File: config.mk
export PLATFORM = sky130hd
export DESIGN_NAME = pc_fetch_unit
export DESIGN_NICKNAME = d
export VERILOG_FILES = /design/src/rtl/pc_fetch_unit.sv
export SDC_FILE = /design/constraint.sdc
export NUM_CORES = 1
export LEC_CHECK = 0
export CAP_MARGIN = 20
export CORE_ASPECT_RATIO = 1.2
export CORE_MARGIN = 8
export CORE_UTILIZATION = 45
export DETAILED_ROUTE_END_ITERATION = 12
export GPL_ROUTABILITY_DRIVEN = 0
export PLACE_DENSITY = 0.82
export SETUP_SLACK_MARGIN = 0.5
export SLEW_MARGIN = 40
export SYNTH_ARGS = -nofsm -noshare
export SYNTH_HDL_FRONTEND = slang
export SYNTH_SLANG_ARGS = --single-unit
File: constraint.sdc
create_clock -name clk -period 5.5 [get_ports clk]
set_input_delay 0.825 -clock clk [delete_from_list [all_inputs] [get_ports clk]]
set_output_delay 0.825 -clock clk [all_outputs]
set_load 0.05 [all_outputs]
File: src/rtl/pc_fetch_unit.sv
// rtl/pc_fetch_unit.sv - instruction fetch stage: PC register, IF/ID pipeline register, redirect/flush/stall handling
// Priority in RUN is redirect > flush > stall; a bubble is valid=0 with a NOP instruction word.
module pc_fetch_unit #(
  parameter logic [31:0] RESET_PC = 32'h0000_0000
) (
  input  logic        clk,
  input  logic        rst_n,
  input  logic        stall,
  input  logic        flush,
  input  logic        redirect_valid,
  input  logic [31:0] redirect_pc,
  output logic        inst_ce,
  output logic [31:0] inst_addr,
  input  logic [31:0] inst_data,
  output logic        if_id_valid,
  output logic [31:0] if_id_pc,
  output logic [31:0] if_id_inst,
  output logic [31:0] if_id_pc_plus4,
  output logic        addr_err,
  output logic [31:0] fetch_count
);

  typedef enum logic {IDLE, RUN} state_e;

  state_e      state_q, state_d;
  logic [31:0] pc_q, pc_d;
  logic        if_id_valid_q, if_id_valid_d;
  logic [31:0] if_id_pc_q, if_id_pc_d;
  logic [31:0] if_id_inst_q, if_id_inst_d;
  logic [31:0] if_id_pc_plus4_q, if_id_pc_plus4_d;
  logic        addr_err_q, addr_err_d;
  logic [31:0] fetch_count_q, fetch_count_d;
  logic [31:0] pc_plus4;

  // Natural 32-bit wrap gives FFFF_FFFC + 4 = 0.
  assign pc_plus4 = pc_q + 32'd4;

  always_comb begin
    state_d          = state_q;
    pc_d             = pc_q;
    if_id_valid_d    = if_id_valid_q;
    if_id_pc_d       = if_id_pc_q;
    if_id_inst_d     = if_id_inst_q;
    if_id_pc_plus4_d = if_id_pc_plus4_q;
    addr_err_d       = 1'b0;
    fetch_count_d    = fetch_count_q;

    case (state_q)
      IDLE: begin
        state_d = RUN;
      end
      RUN: begin
        if (redirect_valid) begin
          pc_d          = {redirect_pc[31:2], 2'b00};
          if_id_valid_d = 1'b0;
          if_id_inst_d  = 32'h0000_0000;
          addr_err_d    = |redirect_pc[1:0];
        end else if (flush) begin
          if_id_valid_d = 1'b0;
          if_id_inst_d  = 32'h0000_0000;
          if (!stall) pc_d = pc_plus4;
        end else if (!stall) begin
          pc_d             = pc_plus4;
          if_id_valid_d    = 1'b1;
          if_id_pc_d       = pc_q;
          if_id_inst_d     = inst_data;
          if_id_pc_plus4_d = pc_plus4;
          fetch_count_d    = fetch_count_q + 32'd1;
        end
      end
      default: state_d = IDLE;
    endcase
  end

  always_ff @(posedge clk or negedge rst_n) begin
    if (!rst_n) begin
      state_q          <= IDLE;
      pc_q             <= RESET_PC;
      if_id_valid_q    <= 1'b0;
      if_id_pc_q       <= 32'h0000_0000;
      if_id_inst_q     <= 32'h0000_0000;
      if_id_pc_plus4_q <= 32'h0000_0000;
      addr_err_q       <= 1'b0;
      fetch_count_q    <= 32'h0000_0000;
    end else begin
      state_q          <= state_d;
      pc_q             <= pc_d;
      if_id_valid_q    <= if_id_valid_d;
      if_id_pc_q       <= if_id_pc_d;
      if_id_inst_q     <= if_id_inst_d;
      if_id_pc_plus4_q <= if_id_pc_plus4_d;
      addr_err_q       <= addr_err_d;
      fetch_count_q    <= fetch_count_d;
    end
  end

  assign inst_ce        = (state_q == RUN);
  assign inst_addr      = pc_q;
  assign if_id_valid    = if_id_valid_q;
  assign if_id_pc       = if_id_pc_q;
  assign if_id_inst     = if_id_inst_q;
  assign if_id_pc_plus4 = if_id_pc_plus4_q;
  assign addr_err       = addr_err_q;
  assign fetch_count    = fetch_count_q;

endmodule

==> results.txt, run 1 <==
outcome - finished, final reports clean
clk slew on worst S/H paths - 60 ps
part of the power in combinational logic - 33.8%
drt pass-1 iters - 5
required time reported for the critical path endpoint - 5800 ps
Synth Register Bits - 157
worst hold path type - in2async
number of instances in the synthesized netlist - 702
Max Cap Viol - 0
vias in the first global route - 6,086
Critical Path Fanout Max - 75
portion of synthesized cell area occupied by the leading cell type - 55.3%
total of buffers placed on input and output ports - 225
share of total power in the clock network - 28.4%
register share of total power - 37.7%
yosys warns - 0
CP Launch Type - input port
count of buffer and inverter cells on the critical path - 2
setup TNS after final layout - 0 ps
Setup-failing EPs final - 0
number of library cell types mapped by synthesis - 47
unrepaired setup endpoints after global routing - no
sequential cell area fraction in the yosys report - 55.3%
number of top-level design ports - 232
mean instance size in the synthesized netlist - 10.1 um^2
synthesized-area fraction occupied by and/or/nand/nor cells - 18.4%
slew at the pin closest to its max-slew limit - 797 ps
Syn Std Cell Area - 7100 um^2
final core area utilization - 65.0%
multi-input gate area in the final layout - 2950 um^2
DRC errors left - 0
internal power contribution - 2390 uW
library cell used as clock root buffer - sky130_fd_sc_hd__clkbuf_16
Die Span Y - 154 um
IR Drop Worst-Case VDD - 242 uV
Synth Area in Compound Gates - 14.3%
antenna violations before repair - 0
ANT cells - 0
CTS tree - done
Clk Latency, worst-skew pair - 420 ps
main area contributors after synthesis - sky130_fd_sc_hd__dfrtp_1, sky130_fd_sc_hd__nand2_1, sky130_fd_sc_hd__xnor2_1
Crit. End Element - register
Worst path slowest cell - sky130_fd_sc_hd__buf_4
number of core rows - 50
Hold-fix buffers, CTS - 0
post-CTS setup buffers - 0
core footprint - 15,500 um^2
wire length of the first global-routing pass - 33.2 mm
combined global-route utilization of all metal layers - 21.0%
Hold Violations, Final - 0
share of the synthesized netlist area taken by xor and xnor gates - 7.16%
post-synthesis adder-cell area fraction - 0.353%
biggest cell delay along the critical path - 660 ps
data arrival time of the critical path - 3390 ps
total power density per cell area - 391 nW/um^2
width of the die - 131 um
main combinational cell family by area after synthesis - simple AND/OR/NAND/NOR gates
post_cts resized - 0
initial cell density of the core - 45.8%
leakage component of the power - 0.00441 uW
remaining global-route overflow - 0
number of vias per cell after detailed routing - 5.27
switching share of total power - 39.3%
footprint of the flip-flops and latches - 3930 um^2
layout-stage area growth over the synthesis result - 42.1%
Slew HR - 46.9%
clock sink count - 157
Layout Nets - 976
htree depth - 4
maximum clock skew at final layout - 10.3 ps
initial detailed-routing violation count - 433
max-slew violation count - 0
vias after detailed routing - 5,931
fin crit share - 56.1%
DIE AREA - 20,100 um^2
CP Class - in2reg
CTS max path bufs - 2
average routed wire per standard cell - 18.3 um
proportion of layout cells with a drive suffix above 1 - 6.43%
number of filler instances in the final layout - 1,252
fmax - 0.324 GHz
post-DP HPWL - 14.8 mm
largest net degree at the start of global routing - 76
wire length reported by the detailed router - 20.6 mm
total CTS buffers - 17
worst path cell trace - clkdlybuf4s50_1 -> nor4b_4 -> buf_4 -> and3_1 -> and4_1 -> nand4_1 -> xnor2_1
Net Sw Power - 1550 uW
antenna viol nets, final - 0
family with the most delay on the worst path - buffers and inverters
dominant cell type by area after synthesis - sky130_fd_sc_hd__dfrtp_1
clock period minus final worst setup slack - 3080 ps
share of cell area taken by muxes after synthesis - 0.564%
==> metal layers <==
metal	routed length (um)	global-route usage, %	part of all wire (%)	vias to the layer above
li1	-	-	-	2826
met1	8370	25.7	41	2864
met2	10200	34.4	49	219
met3	1780	6.26	8.6	22
met4	321	7.18	1.6	0
met5	0	0	0	-
==> layout make-up <==
type                       instances  share of cell area [%]
clock inverter                    14                    1.34
sequential                       157                    39.0
tap                              208                    2.58
clock buffer                      18                    4.26
multi-input combinational        490                    29.3
timing repair buffer             234                    23.4
inverter                           5                   0.186
==> power by group through the flow <==
stage          sequential [uW]  clock (uW)  combinational, uW
3_5_place_dp              1510           0               1340
2_1_floorplan             2050           0                275
4_1_cts                   1490        1150               1350
3_3_place_gp              1500           0               1330
6_report                  1490        1120               1330
5_1_grt                   1520        1190               1410
==> cell usage in the layout, fill, tap and decap left out, types with 5 or more instances in the layout <==
cell type                         netlist  layout
sky130_fd_sc_hd__a22o_1                32      32
sky130_fd_sc_hd__a31oi_1                8       8
sky130_fd_sc_hd__a2bb2oi_1             10      10
sky130_fd_sc_hd__nor2_1                25      25
sky130_fd_sc_hd__dfrtp_1              157     157
sky130_fd_sc_hd__nand2_1              156     155
sky130_fd_sc_hd__o22a_1                 6       6
sky130_fd_sc_hd__nand4_1               13      13
sky130_fd_sc_hd__and4_1                 6       6
sky130_fd_sc_hd__clkbuf_16              0      17
sky130_fd_sc_hd__and3_1                15      15
sky130_fd_sc_hd__a21oi_1               20      20
sky130_fd_sc_hd__xnor2_1               39      39
sky130_fd_sc_hd__conb_1                 2       7
sky130_fd_sc_hd__clkdlybuf4s50_1        0     223
sky130_fd_sc_hd__nor3_1                 6       6
sky130_fd_sc_hd__o21a_1                 6       6
sky130_fd_sc_hd__inv_1                  5       5
sky130_fd_sc_hd__xor2_1                19      19
sky130_fd_sc_hd__buf_4                  6       6
sky130_fd_sc_hd__o21ai_0               33      33
sky130_fd_sc_hd__o22ai_1               10      10
sky130_fd_sc_hd__o21ai_1               18      17
sky130_fd_sc_hd__nand3_1               21      20
==> flip-flops by register name, summed over array words and instances (netlist names) <==
register,cells
inst_addr,30
fetch_count,32
if_id_pc,30
if_id_inst,32
addr_err,1
inst_ce,1
if_id_pc_plus4,30
if_id_valid,1
==> cells by family after synthesis <==
| family | Yosys count |
|---|---|
| adder cells (fa/ha/maj) | 2 |
| XOR/XNOR | 58 |
| multiplexers | 4 |
| buffers and inverters | 60 |
| AO/OA/AOI/OAI | 153 |
| AND/OR/NAND/NOR | 266 |
| other | 2 |
| flip-flops | 157 |
==> final timing paths <==
check	cells past startpoint	slack, ps	start	end
max	7	2420	stall	fetch_count[24]
min	1	320	rst_n	fetch_count[20]
max reg2reg	6	2700	inst_ce	fetch_count[24]
min reg2reg	2	470	if_id_pc[27]	if_id_pc[27]
max in group asynchronous	2	4300	rst_n	if_id_pc[18]
min in group clk	2	470	if_id_pc[27]	if_id_pc[27]
==> per-stage QoR <==
step	instances	total power [uW]	hold WS [ps]	cell area, um^2	setup slack [ps]
floorplan	707	2320	529	7120	3300
global placement	1091	2830	457	9450	2070
detailed placement	1094	2850	463	9510	1980
CTS	1126	3980	310	10100	2420
global route	1126	4110	330	10100	2230
finish	1126	3940	318	10100	2420
==> synthesized netlist by cell type, drive strengths merged <==
master / n
dfrtp: 157
nand2: 156
o21ai: 51
xnor2: 39
clkbuf: 37
a22o: 32
nor2: 26
nand3: 24
a21oi: 21
xor2: 19
buf: 18
nand4: 16
and3: 15
a2bb2oi: 10
o22ai: 10
a31oi: 8
nor3: 7
and4: 6
nor4: 6
o21a: 6
o22a: 6
inv: 5
a22oi: 4
and2: 4
mux2i: 4
conb: 2
ha: 2
nor3b: 2
o2bb2ai: 2
a21boi: 1
a32oi: 1
and2b: 1
nor2b: 1
nor4b: 1
o211a: 1
or3: 1
Power figures use the tool's default switching activity.
==> run 2: changes to the inputs <==
CORE_UTILIZATION = 42   (was 45)
PLACE_DENSITY = 0.8   (was 0.82)
clock period = 2.5 ns   (was 5.5 ns; I/O delays follow)
==> results.txt, run 2 (synthesis gave the netlist of run 1 again) <==
outcome - complete, but fails checks (was finished, final reports clean)
violated checks - negative hold slack
Max Cap Viol - 0 (unchanged)
DIE AREA - 21,300 um^2 (was 20,100 um^2)
Worst Reg-to-Reg Cells - 7 (was 6)
leakage component of the power - 0.00550 uW (was 0.00441 uW)
data arrival time of the critical path - 1580 ps (was 3390 ps)
reg-to-reg critical path endpoint - if_id_pc_plus4[30] (was fetch_count[24])
drt pass-1 iters - 5 (unchanged)
number of vias per cell after detailed routing - 5.26 (was 5.27)
wire length of the first global-routing pass - 32.9 mm (was 33.2 mm)
biggest cell delay along the critical path - 810 ps (was 660 ps)
htree depth - 4 (unchanged)
most frequent standard cell in the layout excluding fill and tap cells - sky130_fd_sc_hd__nand2_1 (was sky130_fd_sc_hd__clkdlybuf4s50_1)
total CTS buffers - 17 (unchanged)
number of top-level design ports - 232 (unchanged)
worst path cell trace - clkdlybuf4s50_1 (was clkdlybuf4s50_1 -> nor4b_4 -> buf_4 -> and3_1 -> and4_1 -> nand4_1 -> xnor2_1)
post-DP HPWL - 14.8 mm (about the same)
CTS tree - done (unchanged)
Critical Path Fanout Max - 2 (was 75)
core footprint - 16,700 um^2 (was 15,500 um^2)
worst hold path type - in2async (unchanged)
IR Drop Worst-Case VDD - 430 uV (was 242 uV)
fin crit share - 78.3%
final hold slack - -30.8 ps (was 318 ps)
worst reg2reg path startpoint - inst_addr[2] (was inst_ce)
Pwr Total - 8650 uW (was 3940 uW)
largest net degree at the start of global routing - 74 (was 76)
proportion of layout cells with a drive suffix above 1 - 9.54% (was 6.43%)
layout-stage area growth over the synthesis result - 45.5% (was 42.1%)
required time reported for the critical path endpoint - 2120 ps (was 5800 ps)
total non-filler cell area in the finished layout - 10,300 um^2 (was 10,100 um^2)
remaining global-route overflow - 0 (unchanged)
Setup-failing EPs final - 0 (unchanged)
number of core rows - 52 (was 50)
cell count along the critical path - 1 (was 7)
library cell used as clock root buffer - sky130_fd_sc_hd__clkbuf_16 (unchanged)
critical path startpoint - if_id_inst[30] (was stall)
clock period minus final worst setup slack - 1960 ps
DRC errors left - 0 (unchanged)
count of buffer and inverter cells on the critical path - 1 (was 2)
total power density per cell area - 837 nW/um^2 (was 391 nW/um^2)
average routed wire per standard cell - 18.3 um (about the same)
capture point of the worst path - if_id_inst[30] (was fetch_count[24])
wire length reported by the detailed router - 21.1 mm (was 20.6 mm)
max-slew violation count - 0 (unchanged)
worst-case register-to-register setup slack - 610 ps (was 2700 ps)
family with the most delay on the worst path - buffers and inverters (unchanged)
CTS max path bufs - 2 (unchanged)
fmax - 0.511 GHz
area after detailed placement - 9640 um^2 (was 9510 um^2)
Hold Violations, Final - 20 (was 0)
setup TNS after final layout - 0 ps (unchanged)
initial detailed-routing violation count - 378 (was 433)
Slew HR - 53.6% (was 46.9%)
antenna viol nets, final - 0 (unchanged)
Crit. End Element - output port (was register)
unrepaired setup endpoints after global routing - yes (was no)
Die Span Y - 158 um (was 154 um)
instance count after placement with tap cells included - 1,111 (was 1,094)
Clk Latency, worst-skew pair - 420 ps (about the same)
clk slew on worst S/H paths - 70 ps (was 60 ps)
Layout Nets - 991 (was 976)
commonest cells after routing, fill and taps aside - sky130_fd_sc_hd__nand2_1, sky130_fd_sc_hd__dfrtp_1, sky130_fd_sc_hd__clkdlybuf4s50_1, sky130_fd_sc_hd__dlygate4sd2_1, sky130_fd_sc_hd__dlymetal6s2s_1 (was sky130_fd_sc_hd__clkdlybuf4s50_1, sky130_fd_sc_hd__dfrtp_1, sky130_fd_sc_hd__nand2_1, sky130_fd_sc_hd__xnor2_1, sky130_fd_sc_hd__o21ai_0)
slew at the pin closest to its max-slew limit - 696 ps (was 797 ps)
initial cell density of the core - 42.4% (was 45.8%)
Worst path slowest cell - sky130_fd_sc_hd__clkdlybuf4s50_1 (was sky130_fd_sc_hd__buf_4)
total of buffers placed on input and output ports - 225 (unchanged)
ANT cells - 0 (unchanged)
vias in the first global route - 5,982 (was 6,086)
Final Non-Filler Cells - 1,149 (was 1,126)
CP Launch Type - register (was input port)
combined global-route utilization of all metal layers - 19.3% (was 21.0%)
antenna violations before repair - 0 (unchanged)
vias after detailed routing - 6,048 (was 5,931)
final core area utilization - 61.8% (was 65.0%)
maximum clock skew at final layout - 10.5 ps (was 10.3 ps)
clock sink count - 157 (unchanged)
width of the die - 135 um (was 131 um)
CP Class - reg2out (was in2reg)
run 2: changes by cell type in the layout (fill, tap and decap cells not counted), moves of 6 or more:
cell	previous run	this run
sky130_fd_sc_hd__buf_12	1	7
sky130_fd_sc_hd__buf_4	6	16
sky130_fd_sc_hd__clkdlybuf4s50_1	223	91
sky130_fd_sc_hd__dfrtp_1	157	145
sky130_fd_sc_hd__dfrtp_2	0	12
sky130_fd_sc_hd__dlygate4sd2_1	0	78
sky130_fd_sc_hd__dlymetal6s2s_1	0	54
run 2: layer usage:
layer	routed length, um	share of wire (%)	track usage, %	vias to the layer above
met5	0	0	0	-
met4	278	1.3	5.52	0
li1	-	-	-	2868
met3	1740	8.2	5.74	22
met1	8680	41	23.9	2931
met2	10400	49	32.1	227
run 2: worst min path at each step:
stage                      from              end  slack, ps  depth (start not counted)
after floorplan           rst_n         addr_err         80                          0
after detailed placement  rst_n  fetch_count[25]        450                          1
after CTS                 rst_n      if_id_pc[6]        0.5                          1
after global routing      rst_n  fetch_count[28]         20                          1
final                     rst_n  fetch_count[18]        -30                          1
after global placement    rst_n  fetch_count[25]        450                          1
run 2: worst register-to-register path, stage by stage, from the launching register on:
cell and delay, ps:
sky130_fd_sc_hd__dfrtp_2 410, sky130_fd_sc_hd__ha_1 290, sky130_fd_sc_hd__nand3_2 190, sky130_fd_sc_hd__nor3_4 190, sky130_fd_sc_hd__buf_12 140, sky130_fd_sc_hd__nand3_1 110, sky130_fd_sc_hd__or3_1 320, sky130_fd_sc_hd__a31oi_1 170
run 2: area by class of cell:
type / count / area [um^2]
Fill cell: 1375 / 6390
Sequential cell: 157 / 3940
Multi-Input combinational cell: 490 / 2960
Timing Repair Buffer: 249 / 2560
Clock buffer: 17 / 425
Tap cell: 216 / 270
Clock inverter: 15 / 151
Inverter: 5 / 18.8
run 2: metrics by stage:
step | hold slack [ps] | setup WS, ps
final | -30.8 | 542
after floorplan | 79.4 | 475
after CTS | 0.514 | 500
after global routing | 21.7 | 474
after global placement | 453 | 232
after detailed placement | 455 | 201
run 2: power by group:
group          internal (uW)  leakage [uW]  switching (uW)
sequential              2910       0.00199             364
clock                   1410      0.000280            1140
combinational            874       0.00323            1950
total                   5190       0.00550            3450
run 2: repair_timing:
action / CTS / global route
resized for setup: 78 / 58
buffers inserted: 1 / 5
setup endpoints to repair: 86 / 68
pin swaps: 2 / 1
cloned: 0 / 0
hold buffers: 0 / 0
==> run 3: changes to the inputs <==
clock period = 1.77 ns   (was 2.5 ns; I/O delays follow)
==> results.txt, run 3 (synthesis gave the netlist of run 1 again) <==
outcome - finished, final reports clean (was complete, but fails checks)
biggest cell delay along the critical path - 440 ps (was 810 ps)
most frequent standard cell in the layout excluding fill and tap cells - sky130_fd_sc_hd__buf_6 (was sky130_fd_sc_hd__nand2_1)
total non-filler cell area in the finished layout - 12,600 um^2 (was 10,300 um^2)
post-DP HPWL - 15.3 mm (was 14.8 mm)
maximum clock skew at final layout - 10.6 ps (was 10.5 ps)
initial cell density of the core - 42.4% (unchanged)
wire length of the first global-routing pass - 37.9 mm (was 32.9 mm)
max-slew violation count - 0 (unchanged)
proportion of layout cells with a drive suffix above 1 - 47.6% (was 9.54%)
fmax - 0.579 GHz
layout-stage area growth over the synthesis result - 77.6% (was 45.5%)
leakage component of the power - 0.00591 uW (was 0.00550 uW)
Final Non-Filler Cells - 1,278 (was 1,149)
initial detailed-routing violation count - 370 (was 378)
Crit. End Element - register (was output port)
antenna violations before repair - 1 (was 0)
required time reported for the critical path endpoint - 2070 ps (was 2120 ps)
most prevalent standard cell on the critical path - sky130_fd_sc_hd__nand4_1
antenna viol nets, final - 0 (unchanged)
largest net degree at the start of global routing - 55 (was 74)
worst path cell trace - nand4_1 -> buf_4 -> nor2_1 -> and4_1 -> buf_6 -> nand4_1 -> xnor2_1 (was clkdlybuf4s50_1)
CTS tree - done (unchanged)
total of buffers placed on input and output ports - 225 (unchanged)
Max Cap Viol - 0 (unchanged)
IR Drop Worst-Case VDD - 898 uV (was 430 uV)
remaining global-route overflow - 0 (unchanged)
CP Launch Type - register (unchanged)
CP Class - reg2reg (was reg2out)
number of vias per cell after detailed routing - 5.34 (was 5.26)
unrepaired setup endpoints after global routing - yes (unchanged)
width of the die - 135 um (unchanged)
vias after detailed routing - 6,819 (was 6,048)
fin crit share - 97.5%
instance count after placement with tap cells included - 1,143 (was 1,111)
Clk Latency, worst-skew pair - 420 ps (about the same)
drt pass-1 iters - 5 (unchanged)
total CTS buffers - 17 (unchanged)
commonest cells after routing, fill and taps aside - sky130_fd_sc_hd__buf_6, sky130_fd_sc_hd__nand2_1, sky130_fd_sc_hd__dfrtp_1, sky130_fd_sc_hd__buf_4, sky130_fd_sc_hd__clkdlybuf4s50_1 (was sky130_fd_sc_hd__nand2_1, sky130_fd_sc_hd__dfrtp_1, sky130_fd_sc_hd__clkdlybuf4s50_1, sky130_fd_sc_hd__dlygate4sd2_1, sky130_fd_sc_hd__dlymetal6s2s_1)
data arrival time of the critical path - 2020 ps (was 1580 ps)
worst hold path type - in2async (unchanged)
area after detailed placement - 9730 um^2 (was 9640 um^2)
Die Span Y - 158 um (unchanged)
Setup-failing EPs final - 0 (unchanged)
DRC errors left - 0 (unchanged)
number of top-level design ports - 232 (unchanged)
clock period minus final worst setup slack - 1730 ps
CTS max path bufs - 2 (unchanged)
number of filler instances in the final layout - 1,032 (was 1,375)
DIE AREA - 21,300 um^2 (unchanged)
count of buffer and inverter cells on the critical path - 2 (was 1)
Hold Violations, Final - 0 (was 20)
final core area utilization - 75.4% (was 61.8%)
wire length reported by the detailed router - 25.9 mm (was 21.1 mm)
total power density per cell area - 1110 nW/um^2 (was 837 nW/um^2)
combined global-route utilization of all metal layers - 22.5% (was 19.3%)
ANT cells - 0 (unchanged)
family with the most delay on the worst path - simple AND/OR/NAND/NOR gates (was buffers and inverters)
Worst path slowest cell - sky130_fd_sc_hd__dfrtp_2 (was sky130_fd_sc_hd__clkdlybuf4s50_1)
average routed wire per standard cell - 20.3 um (was 18.3 um)
Layout Nets - 1,120 (was 991)
htree depth - 4 (unchanged)
setup TNS after final layout - 0 ps (unchanged)
number of core rows - 52 (unchanged)
clk slew on worst S/H paths - 70 ps (about the same)
library cell used as clock root buffer - sky130_fd_sc_hd__clkbuf_16 (unchanged)
core footprint - 16,700 um^2 (unchanged)
Critical Path Fanout Max - 7 (was 2)
vias in the first global route - 6,900 (was 5,982)
clock sink count - 157 (unchanged)
Pwr Total - 14,000 uW (was 8650 uW)
-- run 3: changes by cell type in the layout (fill, tap and decap cells not counted), moves of 14 or more --
cell | before | now
sky130_fd_sc_hd__buf_6 | 2 | 166
sky130_fd_sc_hd__dfrtp_2 | 12 | 49
sky130_fd_sc_hd__buf_8 | 0 | 21
sky130_fd_sc_hd__nand2_2 | 0 | 14
sky130_fd_sc_hd__dlygate4sd2_1 | 78 | 1
sky130_fd_sc_hd__o21ai_1 | 17 | 38
sky130_fd_sc_hd__nand2_1 | 156 | 129
sky130_fd_sc_hd__dfrtp_1 | 145 | 107
sky130_fd_sc_hd__clkdlybuf4s50_1 | 91 | 65
sky130_fd_sc_hd__dlymetal6s2s_1 | 54 | 0
sky130_fd_sc_hd__buf_4 | 16 | 100
sky130_fd_sc_hd__o21ai_0 | 33 | 12
-- run 3: per-layer routing --
metal | global-route usage (%) | part of all wire, % | wire length [um]
met1 | 26.6 | 38 | 9960
met2 | 38.4 | 51 | 13300
met3 | 6.91 | 7.8 | 2030
met4 | 7.02 | 2.4 | 625
met5 | 0 | 0.050 | 13
-- run 3: report_power, final --
part | total, uW | switching, uW | internal (uW)
clock network | 3900 | 1620 | 2270
logic | 5440 | 3300 | 2140
registers | 4620 | 487 | 4140
total | 14000 | 5410 | 8560
-- run 3: through the flow --
stage	worst slack (ps)	hold slack [ps]
4_1_cts	105	343
2_1_floorplan	-50.6	-30.1
3_3_place_gp	-314	214
3_5_place_dp	-343	221
5_1_grt	-35.8	361
6_report	44.3	340
-- run 3: path summary, 6_finish.rpt --
check | end | startpoint | slack, ps | depth (start not counted)
worst max register to register | fetch_count[24] | fetch_count[5] | 40 | 7
worst min-delay path | fetch_count[24] | rst_n | 340 | 2
worst min register to register | if_id_pc[27] | if_id_pc[27] | 480 | 2
max in group asynchronous | fetch_count[0] | rst_n | 800 | 3
min in group clk | inst_addr[30] | redirect_valid | 370 | 3
worst max-delay path | fetch_count[24] | fetch_count[5] | 40 | 7
-- run 3: timing repair --
item,CTS,global route
pin swaps,69,41
gates resized for setup,361,84
hold buffers,1,0
buffers inserted,56,37
hold endpoints to repair,38,0
gates cloned,4,5
endpoints found under the setup margin,298,300
-- run 3: area by class of cell --
cell class | instances | area (um^2) | share of cell area [%]
Clock inverter | 15 | 200 | 1.59
Sequential cell | 157 | 3990 | 31.7
Timing Repair Buffer | 378 | 4130 | 32.7
Tap cell | 216 | 270 | 2.14
Inverter | 5 | 18.8 | 0.149
Clock buffer | 17 | 425 | 3.37
Multi-Input combinational cell | 490 | 3570 | 28.4
